`src/rtl/hdmi_pkg.sv`:
```
// Shared HDMI data-island packet geometry and the BCH(64,56)/(32,24) parity step.
// G(x) = 1 + x^6 + x^7 + x^8, processed LSB first.
package hdmi_pkg;

    localparam int PACKET_CYCLES    = 32;
    localparam int HEADER_DATA_BITS = 24;
    localparam int SUB_DATA_BITS    = 56;
    localparam int SUB_COUNT        = 4;
    localparam logic [7:0] BCH_POLY = 8'h83;

    typedef logic [HEADER_DATA_BITS-1:0] header_t;
    typedef logic [SUB_DATA_BITS-1:0]    sub_t;

    function automatic logic [7:0] ecc_step(input logic [7:0] ecc, input logic data_bit);
        return (ecc >> 1) ^ ((ecc[0] ^ data_bit) ? BCH_POLY : 8'h00);
    endfunction

endpackage

```
`src/rtl/packet_assembler_if.sv`:
```
// Upstream packet source <-> assembler bundle: held packet contents in, TMDS bits out.
interface packet_assembler_if;
    import hdmi_pkg::*;

    logic                   data_island_period;
    header_t                header;
    sub_t [SUB_COUNT-1:0]   sub;
    logic [4:0]             counter;
    logic [8:0]             packet_data;
    logic                   packet_data_valid;

    modport master (
        output data_island_period, header, sub,
        input  counter, packet_data, packet_data_valid
    );

    modport slave (
        input  data_island_period, header, sub,
        output counter, packet_data, packet_data_valid
    );

endinterface

```
`src/rtl/bch_ecc_8.sv`:
```
// One 8-bit BCH parity accumulator; consumes BITS_PER_CYCLE bits per update, bit 0 first.
module bch_ecc_8
    import hdmi_pkg::*;
#(
    parameter int BITS_PER_CYCLE = 1
) (
    input  logic                      clk_pixel,
    input  logic                      reset,
    input  logic                      clear,
    input  logic                      update,
    input  logic [BITS_PER_CYCLE-1:0] data_bits,
    output logic [7:0]                ecc
);

    logic [7:0] ecc_next;

    always_comb begin
        ecc_next = ecc;
        for (int i = 0; i < BITS_PER_CYCLE; i++) begin
            ecc_next = ecc_step(ecc_next, data_bits[i]);
        end
    end

    always_ff @(posedge clk_pixel or posedge reset) begin
        if (reset)       ecc <= 8'h00;
        else if (clear)  ecc <= 8'h00;
        else if (update) ecc <= ecc_next;
    end

endmodule

```
`src/rtl/packet_assembler.sv`:
```
// Serialises one HDMI data-island packet over 32 pixel clocks, appending BCH parity
// to the header (cycles 24..31) and to each subpacket (cycles 28..31).
module packet_assembler
    import hdmi_pkg::*;
(
    input  logic                clk_pixel,
    input  logic                reset,
    packet_assembler_if.slave   bus
);

    logic [4:0]                 count;
    logic [7:0]                 header_ecc;
    logic [SUB_COUNT-1:0][7:0]  sub_ecc;
    logic                       in_header_data;
    logic                       in_sub_data;
    logic                       clear_ecc;
    logic [8:0]                 data_comb;
    logic [8:0]                 packet_data_r;
    logic                       valid_r;

    assign in_header_data = count < 5'(HEADER_DATA_BITS);
    assign in_sub_data    = count < 5'(SUB_DATA_BITS / 2);
    // Clearing on the last cycle makes the next packet start from a zero syndrome.
    assign clear_ecc      = !bus.data_island_period || count == 5'(PACKET_CYCLES - 1);

    always_comb begin
        data_comb = '0;
        data_comb[0] = in_header_data ? bus.header[count] : header_ecc[count[2:0]];
        for (int k = 0; k < SUB_COUNT; k++) begin
            if (in_sub_data) begin
                data_comb[1+k] = bus.sub[k][{count, 1'b0}];
                data_comb[5+k] = bus.sub[k][{count, 1'b1}];
            end else begin
                data_comb[1+k] = sub_ecc[k][{count[1:0], 1'b0}];
                data_comb[5+k] = sub_ecc[k][{count[1:0], 1'b1}];
            end
        end
    end

    bch_ecc_8 #(.BITS_PER_CYCLE(1)) u_header_ecc (
        .clk_pixel (clk_pixel),
        .reset     (reset),
        .clear     (clear_ecc),
        .update    (bus.data_island_period && in_header_data),
        .data_bits (data_comb[0]),
        .ecc       (header_ecc)
    );

    for (genvar k = 0; k < SUB_COUNT; k++) begin : g_sub_ecc
        bch_ecc_8 #(.BITS_PER_CYCLE(2)) u_sub_ecc (
            .clk_pixel (clk_pixel),
            .reset     (reset),
            .clear     (clear_ecc),
            .update    (bus.data_island_period && in_sub_data),
            .data_bits ({data_comb[5+k], data_comb[1+k]}),
            .ecc       (sub_ecc[k])
        );
    end

    always_ff @(posedge clk_pixel or posedge reset) begin
        if (reset) begin
            count         <= 5'd0;
            packet_data_r <= 9'd0;
            valid_r       <= 1'b0;
        end else begin
            count         <= bus.data_island_period ? count + 5'd1 : 5'd0;
            packet_data_r <= bus.data_island_period ? data_comb : 9'd0;
            valid_r       <= bus.data_island_period;
        end
    end

    assign bus.counter           = count;
    assign bus.packet_data       = packet_data_r;
    assign bus.packet_data_valid = valid_r;

endmodule

```
`src/flat_wrapper.sv`:
```
// flat-port wrapper written by rule: the top's interface ports become plain ports
module packet_assembler_flat import hdmi_pkg::*;
  (clk_pixel, reset, bus_data_island_period, bus_header, bus_sub, bus_counter, bus_packet_data, bus_packet_data_valid);
  packet_assembler_if bus_i ();
  input  logic clk_pixel;
  input  logic reset;
  input wire logic [$bits(bus_i.data_island_period)-1:0] bus_data_island_period;
  input wire logic [$bits(bus_i.header)-1:0] bus_header;
  input wire logic [$bits(bus_i.sub)-1:0] bus_sub;
  output wire logic [$bits(bus_i.counter)-1:0] bus_counter;
  output wire logic [$bits(bus_i.packet_data)-1:0] bus_packet_data;
  output wire logic [$bits(bus_i.packet_data_valid)-1:0] bus_packet_data_valid;
  assign bus_i.data_island_period = bus_data_island_period;
  assign bus_i.header = bus_header;
  assign bus_i.sub = bus_sub;
  assign bus_counter = bus_i.counter;
  assign bus_packet_data = bus_i.packet_data;
  assign bus_packet_data_valid = bus_i.packet_data_valid;
  packet_assembler u_core (.clk_pixel(clk_pixel), .reset(reset), .bus(bus_i));
endmodule
```
`config.mk`:
```
export PLATFORM = sky130hd
export DESIGN_NAME = packet_assembler_flat
export DESIGN_NICKNAME = d
export VERILOG_FILES = /design/src/rtl/hdmi_pkg.sv /design/src/rtl/packet_assembler_if.sv /design/src/rtl/bch_ecc_8.sv /design/src/rtl/packet_assembler.sv /design/src/flat_wrapper.sv
export SDC_FILE = /design/constraint.sdc
export NUM_CORES = 1
export LEC_CHECK = 0
export BUFFER_PORTS_ARGS = -buffer_cell sky130_fd_sc_hd__buf_4
export CAP_MARGIN = 10
export CORE_MARGIN = 2
export CORE_UTILIZATION = 41
export CTS_CLUSTER_DIAMETER = 150
export DETAILED_ROUTE_END_ITERATION = 8
export GPL_TIMING_DRIVEN = 0
export PLACE_DENSITY = 0.87
export SYNTH_ARGS = -nofsm -noshare
export SYNTH_HDL_FRONTEND = slang
export SYNTH_SLANG_ARGS = --single-unit
export TNS_END_PERCENT = 10
```
`constraint.sdc`:
```
create_clock -name clk_pixel -period 2.9 [get_ports clk_pixel]
set_clock_uncertainty 0.2 [all_clocks]
set_input_delay 0.29 -clock clk_pixel [delete_from_list [all_inputs] [get_ports clk_pixel]]
set_output_delay 0.29 -clock clk_pixel [all_outputs]
set_load 0.005 [all_outputs]
```
Word-level counts from Yosys, hierarchy flattened
Index checks and enable logic that the tools add are counted. Widths: inputs -> output; s select.

Input port bits: 251. Output and inout port bits: 15. Word-level logic and storage cells: 108. Register bits after elaboration: 55.

Magnitude comparators: 8. Reduce and logical (&&, ||, !) cells: 6. Mux-type cells: 66. Bitwise gates (word level): 18. Equality and inequality tests: 1. Add/sub/neg operators: 1.

Operators by type and width (number): $mux 8 (19); $xor 7x8->8 (9); $bmux 1 s5 (9); $mux 1 (27); $bmux 1 s2 (8); $lt 6x7->1 const B (2); $lt 3x4->1 const B (3); $lt 5x5->1 const B (2); $mux 9 (1); $xor 1x1->1 (9); $lt 5x6->1 const B (1); $add 5x1->5 const B (1); $eq 5x5->1 const B (1); $mux 5 (1); $reduce_bool 2->1 (2); $bmux 1 s3 (1); $logic_and 1x1->1 (2); $logic_not 1->1 (1); $logic_or 1x1->1 (1).

Logic depth before layout (Yosys ltp)
Depth after elaboration: 11. Depth in mapped cells: 11.

Hierarchy
A second synthesis with hierarchy kept.

Cell total of the unflattened synthesis: 539. Area total of the unflattened synthesis: 5158.7 um2.

Modules (own cells, without submodules): packet_assembler (area each 3199.3 um2, cells an instance 365, times used 1); bch_ecc_8 (u_core.g_sub_ecc[0].u_sub_ecc ...) (area each 395.4 um2, cells an instance 35, times used 4); bch_ecc_8 (u_core.u_header_ecc) (area each 377.9 um2, cells an instance 34, times used 1).

Worst setup path before layout
No wires, ideal clock.

Path kind: reg-to-reg. From: reg u_core.count[1], in the netlist u_core.bus.counter[1]. To: reg u_core.g_sub_ecc[1].u_sub_ecc.ecc[1]. Cell stages (with the launch flop): 9. Buffers on the path: 2. Setup slack: 0.096 ns. Setup time: 0.077 ns. Arrival: 2.527 ns. Required time: 2.623 ns. Cells stage by stage: dfrtp_1 > buf_2 > buf_1 > mux4_2 > a211o_1 > o22ai_1 > xor2_1 > xnor3_1 > o21ai_1.

Cells in the longest elaborated chain, start to end: 11. Elaborated cells on any way between the ends: 23.

RTL lines: start: declaration (line packet_assembler.sv:11) `logic [4:0] count;`; start signal: assignment (line packet_assembler.sv:66) `count <= bus.data_island_period ? count + 5'd1 : 5'd0;`; $bmux 1 s5 / $bmux 1 s2 (equally long branches) (line packet_assembler.sv:31, packet_assembler.sv:34); $mux 1 (on tied branches) (line packet_assembler.sv:31, packet_assembler.sv:34); $mux 1 (line packet_assembler.sv:30) `if (in_sub_data) begin`; $xor 1x1->1 (line hdmi_pkg.sv:15) `return (ecc >> 1) ^ ((ecc[0] ^ data_bit) ? BCH_POLY : 8'h00);`; $mux 8 (line hdmi_pkg.sv:15); $xor 7x8->8 (line hdmi_pkg.sv:15); $xor 1x1->1 (line hdmi_pkg.sv:15); $mux 8 (line hdmi_pkg.sv:15); $xor 7x8->8 (line hdmi_pkg.sv:15); $mux 8 (line bch_ecc_8.sv:27) `else if (update) ecc <= ecc_next;`; $mux 8 (line bch_ecc_8.sv:26) `else if (clear) ecc <= 8'h00;`; end signal: assignment (line bch_ecc_8.sv:27); end: declaration (line bch_ecc_8.sv:12) `output logic [7:0] ecc`.

Parallel ways exist; a longest one is shown, timed or not. The select of a mux whose other input is x is not followed. A chain may end at the register's enable or synchronous reset.

Worst setup path in the final report
From: reg u_core.count[0], in the netlist u_core.bus.counter[0]. To: reg u_core.u_header_ecc.ecc[0].

Cells in the longest elaborated chain, start to end: 8. Elaborated cells on any way between the ends: 15.

RTL lines: $bmux 1 s5 / $bmux 1 s3 (equally long branches) (line packet_assembler.sv:28) `data_comb[0] = in_header_data ? bus.header[count] : header_ecc[count[2:0]];`; $mux 1 (not written as such) (line packet_assembler.sv:28); $mux 1 (line packet_assembler.sv:28); $xor 1x1->1 (line hdmi_pkg.sv:15); $mux 8 (line hdmi_pkg.sv:15); $xor 7x8->8 (line hdmi_pkg.sv:15); $mux 8 (line bch_ecc_8.sv:27); $mux 8 (line bch_ecc_8.sv:26); end signal: assignment (line bch_ecc_8.sv:27); end: declaration (line bch_ecc_8.sv:12).

Parallel ways exist; a longest one is shown, timed or not. The select of a mux whose other input is x is not followed.

==> run_results.csv <==
group,metric,value,unit
outcome,outcome,"complete, but fails checks",
outcome,failed_checks,"setup timing",
clock_tree,htreeDepth,2,
floorplan,die_y,110,um
hold_path,hp-class,"flop to flop",
power_and_ir_drop,power,3110,uW
critical_path,crit_top_cell,"mux4_2",
clock_tree,clkTransAtPathRegs,0.07,ns
clock_tree,cts-buffers-inserted,5,
critical_path,reg2reg_setup_slack,-0.004,ns
finish,mostFrequentLayoutCells,"buf_4, mux4_2, dfrtp_1",
detailed_routing,ant_nets,0,
timing,fin_crit,2.90,ns
placed_design,routabilityCongestion,0.922,
finish,final_common_cell,"buf_4",
timing,worst_pin_slew,0.703,ns
clock_tree,cts_tree,"done",
floorplan,die_area,0.0122,sq mm
detailed_routing,drt_iter0_drc,479,
detailed_routing,wl_per_cell,23.9,um
finish,final_layout_size_suffix_gt1_share,56.7,%
critical_path,crit_start,"u_core.bus.counter[0]",
critical_path,criticalPathCategory,"flop to flop",
finish,final_area,0.00722,sq mm
global_route,grt_pass1_vias,5185,
power_and_ir_drop,power.density,431,mW/mm^2
critical_path,slowest_stage,"mux4_2",
detailed_routing,routed_wl,19.5,mm
yosys,synth-warning-count,0,
detailed_routing,num_vias,4947,
global_route,antenna_found_initial,0,
critical_path,crit_chain,"buf_6 > buf_8 > mux4_2 > mux4_2 > mux2i_4 > xor2_1 > or3_1 > a21oi_1",
timing,final_hold_viol_count,0,
global_route,grt_max_degree,32,
timing,setup_ws,-0.00448,ns
detailed_routing,highest_layer,"met4",
critical_path,crit_required,2.91,ns
placed_design,place_area,0.00683,sq mm
clock_tree,clock-sinks,55,
timing,fmax,0.344,GHz
placed_design,dp_hpwl,15.4,mm
global_route,overflow,0,
timing,timing.hold.ws,0.318,ns
yosys,ys.flop_type,"dfrtp_1",
yosys,synth_edf_count,0,
placed_design,io_buffers,265,
clock_tree,cts-root-buf,"clkbuf_16",
finish,diodes,0,
global_route,grt_first_pass_wirelength,27.6,mm
yosys,postSynth.asyncResetShare,100,%
critical_path,cp-start-kind,"flop",
yosys,netlist_instances,396,
critical_path,r2r-end,"u_core.u_header_ecc.ecc[0]",
finish,multi_input_area,0.00315,sq mm
yosys,avgSynthCellArea,11.7,sq um
timing,relSlewSlack,53.1,%
yosys,synth.distinct_cells,45,
detailed_routing,met1Wirelength,6.81,mm
finish,areaGrowthSynthToFinish,55.5,%
floorplan,start_util,42.4,%
power_and_ir_drop,p_leak,0.00336,uW
clock_tree,cts_buffer_depth,2,
clock_tree,clk_latency,0.29,ns
floorplan,io_pins,266,
critical_path,worstPathArrival,2.92,ns
floorplan,fp.dieW,110,um
critical_path,critical_path.max_fanout,10,
detailed_routing,dr_wl_met3,2.34,mm
floorplan,num_rows,38,
timing,slew_viol_final,0,
detailed_routing,wl_met2,9.52,mm
critical_path,end_kind,"flop",
timing,setup_viol_count_final,1,
yosys,syn-num-nets,649,
global_route,gr-usage-all-layers,30.6,%
yosys,ys_seq_area_share,29.7,%
floorplan,coreArea,0.0109,sq mm
power_and_ir_drop,vdd_drop_max,0.000275,V
critical_path,r2r_start,"u_core.bus.counter[0]",
critical_path,reg2regPathDepth,8,
critical_path,max_stage_delay,0.54,ns
timing,fin_crit_sh,100,%
finish,fill_cells,826,
finish,layout.nets,928,
job,maxCapViolations,0,
yosys,synth-seq-cells,55,
detailed_routing,post_drt_via_cell_ratio,6.06,
timing,rsz0062_at_grt,"true",
finish,seqCellArea,0.00138,sq mm
detailed_routing,drt_first_pass_iters,5,
critical_path,crit_path_end,"u_core.u_header_ecc.ecc[0]",
detailed_routing,drcViolationCount,0,
placed_design,dp_slack,-0.548,ns
yosys,synth_area,0.00464,sq mm
[worst min-delay path by stage]
stage	startpoint	to	slack (ns)	cells after the start
final	u_core.g_sub_ecc[3].u_sub_ecc.ecc[6]	u_core.g_sub_ecc[3].u_sub_ecc.ecc[6]	0.32	2
after global routing	u_core.g_sub_ecc[3].u_sub_ecc.ecc[4]	u_core.g_sub_ecc[3].u_sub_ecc.ecc[2]	0.35	1
after CTS	u_core.g_sub_ecc[3].u_sub_ecc.ecc[6]	u_core.g_sub_ecc[3].u_sub_ecc.ecc[6]	0.31	2
after detailed placement	reset	u_core.u_header_ecc.ecc[7]	0.25	2
after global placement	bus_data_island_period	u_core.bus.packet_data_valid	0.25	1
after floorplan	bus_data_island_period	u_core.bus.packet_data_valid	0.12	0
[critical path: cells and delay by family (launching register included)]
family	cells	cell delay, ns
AOI/OAI and AO/OA	1	0.15
xor gates and xnor gates	1	0.13
and+or+nand+nor	1	0.32
muxes	3	1.31
buffers and inverters	2	0.35
DFF	1	0.37
[per-layer routing]
layer | vias up | global-route usage [%]
met2 | 347 | 49.4
met1 | 2422 | 36.4
met3 | 65 | 9.88
li1 | 2113 | -
met5 | - | 1.34
met4 | 0 | 15.8
[layout make-up]
type | count | area share, %
plain buffers | 35 | 3.83
clock buffers | 7 | 1.98
clock inverters | 1 | 0.121
inverters | 3 | 0.156
multi-input cells | 302 | 43.6
flip-flops and latches | 55 | 19.1
well taps | 140 | 2.43
repair buffers | 273 | 28.7
[per-stage QoR]
step | setup TNS [ns] | util, % | instances
after floorplan | 0 | - | 396
after global placement | -12.90 | 62.2 | 801
after detailed placement | -15.13 | 62.5 | 802
after CTS | -0.0385 | 65.0 | 814
after global routing | -0.364 | 66.0 | 816
final | -0.00448 | 66.0 | 816
[cells in the mapped netlist (2+ instances only)]
cell | number | area, sq um
xor2_2 | 4 | 65.1
nand2_1 | 43 | 161
a22oi_1 | 5 | 37.5
nand3_1 | 3 | 15.0
o21ai_0 | 3 | 15.0
mux4_2 | 54 | 1220
ha_1 | 2 | 25.0
o22ai_1 | 8 | 50.1
nand3b_1 | 3 | 22.5
o22ai_2 | 3 | 37.5
a211o_1 | 6 | 52.6
a21o_1 | 7 | 52.6
a211oi_1 | 3 | 22.5
nor2_1 | 17 | 63.8
clkbuf_1 | 14 | 52.6
o21ai_1 | 12 | 60.1
buf_1 | 7 | 26.3
buf_4 | 4 | 30.0
xnor2_1 | 5 | 43.8
a22o_1 | 24 | 210
buf_2 | 6 | 30.0
dfrtp_1 | 55 | 1380
a21oi_1 | 14 | 70.1
nor2b_1 | 3 | 18.8
xor2_1 | 12 | 105
inv_1 | 2 | 7.51
nand2b_1 | 2 | 12.5
o221ai_1 | 7 | 61.3
and3_1 | 2 | 12.5
mux2i_1 | 39 | 390
buf_6 | 5 | 56.3
and2_1 | 6 | 37.5
xnor3_1 | 4 | 90.1
[cells by family after synthesis]
kind of cell,share of synthesized area [%]
DFF,29.7
muxes,35.2
xor gates and xnor gates,6.55
AOI/OAI and AO/OA,15.6
adders and majority gates,0.539
and+or+nand+nor,8.01
buffers and inverters,4.45
[power breakdown]
group / switching (uW) / total (uW) / leakage, uW / internal, uW
registers: 151 / 1060 / 0.000725 / 914
clock network: 270 / 617 / 0.0000741 / 346
logic: 588 / 1430 / 0.00256 / 838
[flip-flops by register name (all words and copies together), names as in the netlist]
register,flops
u_core.bus.counter,5
u_core.g_sub_ecc.u_sub_ecc.ecc,32
u_core.bus.packet_data,9
u_core.u_header_ecc.ecc,8
u_core.bus.packet_data_valid,1
[timing repair]
action / CTS / global route
hold endpoints to repair: 31 / 0
pin swaps: 2 / 4
gates resized for setup: 30 / 27
cloned: 0 / 0
hold buffers: 2 / 0
setup buffers: 3 / 2
endpoints found under the setup margin: 35 / 32
Power figures use the tool's default switching activity.
